==> src/rtl/bsrch_seq.sv <==
// Sequential binary search over an externally stored sorted table (one-cycle read).
// Optional probe counter output is enabled by defining BSRCH_PROBE_CNT_EN.
module bsrch_seq #(
    parameter int AW = 4,
    parameter int DW = 8
) (
    input  logic          clk,
    input  logic          rst,
    input  logic          start,
    input  logic [DW-1:0] key,
    output logic [AW-1:0] mem_addr,
    input  logic [DW-1:0] mem_rdata,
    output logic          busy,
    output logic          done,
    output logic          found,
    output logic [AW-1:0] index,
    output logic [1:0]    state_dbg
`ifdef BSRCH_PROBE_CNT_EN
    ,
    output logic [2:0]    probes
`endif
);

    // Handshake: start is sampled only in IDLE; the accepting edge raises busy,
    // busy stays high until the edge that raises done, and done is a one-cycle
    // pulse with found/index already stable and held until the next accept.

    localparam logic [1:0] S_IDLE  = 2'd0;
    localparam logic [1:0] S_FETCH = 2'd1;
    localparam logic [1:0] S_CMP   = 2'd2;
    localparam logic [1:0] S_DONE  = 2'd3;

    logic [1:0]    state;
    logic [DW-1:0] key_q;
    logic [AW-1:0] lo;
    logic [AW-1:0] hi;
    logic [AW:0]   mid_sum;
    logic [AW-1:0] mid;

    // One extra bit keeps lo+hi exact before halving.
    assign mid_sum   = {1'b0, lo} + {1'b0, hi};
    assign mid       = AW'(mid_sum >> 1);
    assign state_dbg = state;

    always_ff @(posedge clk or posedge rst) begin
        if (rst) begin
            state    <= S_IDLE;
            key_q    <= '0;
            lo       <= '0;
            hi       <= '0;
            mem_addr <= '0;
            busy     <= 1'b0;
            done     <= 1'b0;
            found    <= 1'b0;
            index    <= '0;
        end else begin
            done <= 1'b0;
            case (state)
                S_IDLE: begin
                    if (start) begin
                        key_q <= key;
                        lo    <= '0;
                        hi    <= '1;
                        found <= 1'b0;
                        index <= '0;
                        busy  <= 1'b1;
                        state <= S_FETCH;
                    end
                end
                S_FETCH: begin
                    mem_addr <= mid;
                    state    <= S_CMP;
                end
                S_CMP: begin
                    // mem_addr still holds the probed mid while its data is compared.
                    if (mem_rdata == key_q) begin
                        found <= 1'b1;
                        index <= mem_addr;
                        state <= S_DONE;
                    end else if (mem_rdata < key_q) begin
                        if (mem_addr == hi) begin
                            index <= mem_addr;
                            state <= S_DONE;
                        end else begin
                            lo    <= mem_addr + 1'b1;
                            state <= S_FETCH;
                        end
                    end else begin
                        if (mem_addr == lo) begin
                            index <= mem_addr;
                            state <= S_DONE;
                        end else begin
                            hi    <= mem_addr - 1'b1;
                            state <= S_FETCH;
                        end
                    end
                end
                S_DONE: begin
                    done  <= 1'b1;
                    busy  <= 1'b0;
                    state <= S_IDLE;
                end
                default: state <= S_IDLE;
            endcase
        end
    end

`ifdef BSRCH_PROBE_CNT_EN
    always_ff @(posedge clk or posedge rst) begin
        if (rst) begin
            probes <= '0;
        end else if (state == S_IDLE && start) begin
            probes <= '0;
        end else if (state == S_CMP) begin
            probes <= probes + 3'd1;
        end
    end
`endif

    a_done_not_busy : assert property (@(posedge clk) disable iff (rst) done |-> !busy);
    a_window_order  : assert property (@(posedge clk) disable iff (rst) (state == S_FETCH) |-> (lo <= hi));

endmodule

==> config.mk <==
export PLATFORM = sky130hd
export DESIGN_NAME = bsrch_seq
export DESIGN_NICKNAME = d
export VERILOG_FILES = /design/src/rtl/bsrch_seq.sv
export SDC_FILE = /design/constraint.sdc
export NUM_CORES = 1
export LEC_CHECK = 0
export CORE_MARGIN = 2
export CORE_UTILIZATION = 55
export CTS_BUF_LIST = sky130_fd_sc_hd__clkbuf_4 sky130_fd_sc_hd__clkbuf_8 sky130_fd_sc_hd__clkbuf_16
export DETAILED_ROUTE_END_ITERATION = 12
export HOLD_SLACK_MARGIN = 0.12
export PLACE_DENSITY = 0.95
export SLEW_MARGIN = 20
export SYNTH_ARGS = -nofsm -noshare
export SYNTH_HDL_FRONTEND = slang
export SYNTH_SLANG_ARGS = --single-unit
==> constraint.sdc <==
create_clock -name clk -period 3.3 [get_ports clk]
set_input_delay 0.825 -clock clk [delete_from_list [all_inputs] [get_ports clk]]
set_output_delay 0.825 -clock clk [all_outputs]
set_load 0.005 [all_outputs]
==> metrics.txt <==
# IOs=32; initial core utilization=0.592; Critical Path RT=about 3.6 ns; top cell type's share of synthesized area=0.437; maximum number of pins on one net before global-route repair=30; syn avg cell area=10.3 um2; number of antenna violations at the first check in global routing=0; antenna cells=0; die span in y=approximately 59 um; fraction of registers with async set or reset after synthesis=1.00; Most used DFF post-synth=dfrtp_1; hold bufs inserted after CTS=0; Total Routed Length=3380 um; number of global-route vias before repair=1,363; number of buffer and inverter instances along the worst setup path=1; clock tree root driver cell=clkbuf_4; DP Wirelength=~2600 um; Synth Register Bits=29; Pins Over Slew Limit=0; Core Rows=19; CTS Buf Count=5; net total in the final layout=between 200 and 250; Arr. time, crit path=2.98 ns; setup repair after global routing missed its margin=false; average wire length per cell after detail routing=between 10 and 15 um; setup TNS after final layout=0 ns; maximum achievable frequency=~370 MHz; endpoint class of the critical path=flop; Placer Congestion=roughly 0.86; peak supply drop=~0.57 mV; antenna violation net count after detailed routing=0; Synth Instances=about 160; sequential fraction of the synthesis area=0.437; first-iteration detailed-routing DRC count=50; final count of negative-setup-slack endpoints=0; crit path kind=primary input to flop; clock network latency to the later pin of the worst-skew pair=between 0.3 and 0.4 ns; total gr overflow=0; die outline area=about 3500 um2; Post-Place Cell Area=around 2000 um2; count of flip-flops with a built-in enable after synthesis=0; maximum clock skew at final layout=0.00489 ns; TritonCTS clock tree=built; clock period minus final worst setup slack=~2.7 ns; final hold violation count=0; Clock Tree Buf Depth=2; Horiz. Die Dim=between 50 and 60 um; post-synthesis net count=approximately 190; fraction of layout instances using a drive strength above 1=0.117; launching element type of the critical path=primary input; placeable core region=~2800 um2; Global Route Usage Sum=0.226; number of buffers inserted by port buffering=31; drc violations=4; first-pass iteration count of the detailed router=8; Final period util=0.823; Core Util, Final=0.731; Worst path max stage delay=~0.65 ns; clock edge transition at the registers on the reported setup and hold paths=approximately 0.08 ns; number of warning messages in the yosys log=0; count of unique library cells instantiated by Yosys=38; largest fanout on the critical path=4; most frequent cells after synthesis=dfrtp_1 (29), nand2_1 (21), inv_1 (16), ha_1 (13), o21ai_0 (13); wire length of the first global-routing pass=between 5000 and 6000 um; number of max-cap violations=0; path class of the lowest-slack min-delay path=flop to flop; clk sinks=29; status=complete, but fails checks; total number of vias=1,283; most repeated cell in the gate-level netlist after synthesis=dfrtp_1; cell accounting for the most synthesized area=dfrtp_1; setup slack at placement=between 0.2 and 0.3 ns; number of setup buffers added after CTS=0; violated checks=design-rule violations; detail-routed via count per cell=5.65; transition time of the tightest slew-check pin=approximately 0.70 ns; power per standard cell area=~900 nW/um2; top area cells in the synthesized netlist=dfrtp_1 (44%), ha_1 (9.8%), xor2_1 (5.8%); final instance area=slightly above 2000 um2; cells resized by post-CTS repair=0; depth of the CTS H-tree=2; final setup slack of the worst path=around 0.6 ns; Layout area overhead=23.6%; slowest stage cell, crit path=o41ai_1; leakage power=0.936 nW; worst slew margin relative to its limit=0.525; critical path cell sequence=clkdlybuf4s50_1 -> ha_1 -> nor2b_4 -> o21bai_4 -> a21oi_2 -> o21a_1 -> o41ai_1 -> a32o_2; cell family with most CP delay=compound AO/OA/AOI/OAI gates; Post-Synthesis Cell Area=between 1500 and 2000 um2
-- worst reg2reg max path, delay by kind of cell, from the launching register on --
| family | cells | cell delay (ns) |
|---|---|---|
| adder cells (fa/ha/maj) | 1 | 0.25 |
| AND/OR/NAND/NOR | 1 | 0.11 |
| AO/OA/AOI/OAI | 5 | 1.29 |
| flip-flops | 1 | 0.37 |
| buffers and inverters | 1 | 0.07 |
-- metal layers --
layer / part of all wire / wire length, um / global-route usage / vias up
met2: 0.48 / 1630 / 0.386 / 45
met1: 0.42 / 1420 / 0.273 / 600
met5: 0 / 0 / 0 / -
met3: 0.085 / 286 / 0.0659 / 5
met4: 0.012 / 42 / 0.0779 / 0
li1: - / - / - / 633
-- flip-flops by register name, summed over array words and instances (netlist names) --
register   flops
key_q          8
hi             4
index          4
lo             4
mem_addr       4
state_dbg      2
busy           1
done           1
found          1
-- cell usage in the layout (no fill, tap or decap), drive strengths merged, types with 2 or more instances in the layout --
| cell | Yosys | final |
|---|---|---|
| o21bai | 3 | 3 |
| nand3 | 2 | 2 |
| ha | 13 | 13 |
| clkdlybuf4s50 | 0 | 31 |
| nand2 | 21 | 21 |
| or4 | 2 | 2 |
| nand2b | 2 | 2 |
| xor2 | 11 | 11 |
| a32o | 8 | 8 |
| nor2b | 2 | 2 |
| dfrtp | 29 | 29 |
| nor4 | 3 | 3 |
| o22a | 4 | 4 |
| o21ai | 14 | 14 |
| nor3 | 2 | 2 |
| a21oi | 7 | 7 |
| clkbuf | 2 | 7 |
| buf | 4 | 3 |
| a21o | 2 | 2 |
| xnor2 | 3 | 3 |
| inv | 16 | 16 |
| nor2 | 3 | 3 |
| nor3b | 2 | 2 |
-- final timing paths --
| check | slack, ns | from | cells past startpoint | end |
|---|---|---|---|---|
| worst max-delay path | 0.58 | mem_rdata[1] | 8 | index[1]$_DFFE_PP0P_ |
| worst min-delay path | 0.48 | busy$_DFFE_PP0P_ | 1 | busy$_DFFE_PP0P_ |
| worst max register to register | 1.14 | key_q[3]$_DFFE_PP0P_ | 8 | index[1]$_DFFE_PP0P_ |
| worst min register to register | 0.48 | busy$_DFFE_PP0P_ | 1 | busy$_DFFE_PP0P_ |
| max in group asynchronous | 2.16 | rst | 3 | key_q[5]$_DFFE_PP0P_ |
| min in group asynchronous | 0.86 | rst | 3 | key_q[7]$_DFFE_PP0P_ |
-- metrics by stage --
step	power, W	std cells	hold slack, ns
2_1_floorplan	0.00132	161	0.474
3_3_place_gp	0.00159	220	0.464
6_report	0.00185	227	0.485
3_5_place_dp	0.00164	220	0.469
5_1_grt	0.00202	227	0.506
4_1_cts	0.00186	227	0.488
-- report_power, final --
part | internal, W | switching (W)
Sequential | 0.000505 | 0.000174
Clock | 0.000109 | 0.000114
Combinational | 0.000497 | 0.000453
-- cell families after synthesis --
kind of cell    count (synthesis)  synth area share
flops                          29             0.437
fa+ha+maj                      14             0.110
xor+xnor                       14            0.0739
compound gates                 41             0.185
simple gates                   40             0.128
buf+inv                        22            0.0595
mux                             1           0.00678
-- area by class of cell --
type	count	area [um2]
flip-flops and latches	29	726
fillers	201	753
clock buffers	7	58.8
repair buffers	34	333
multi-input cells	110	836
well taps	31	38.8
inverters	16	60.1
Power figures use the tool's default switching activity.
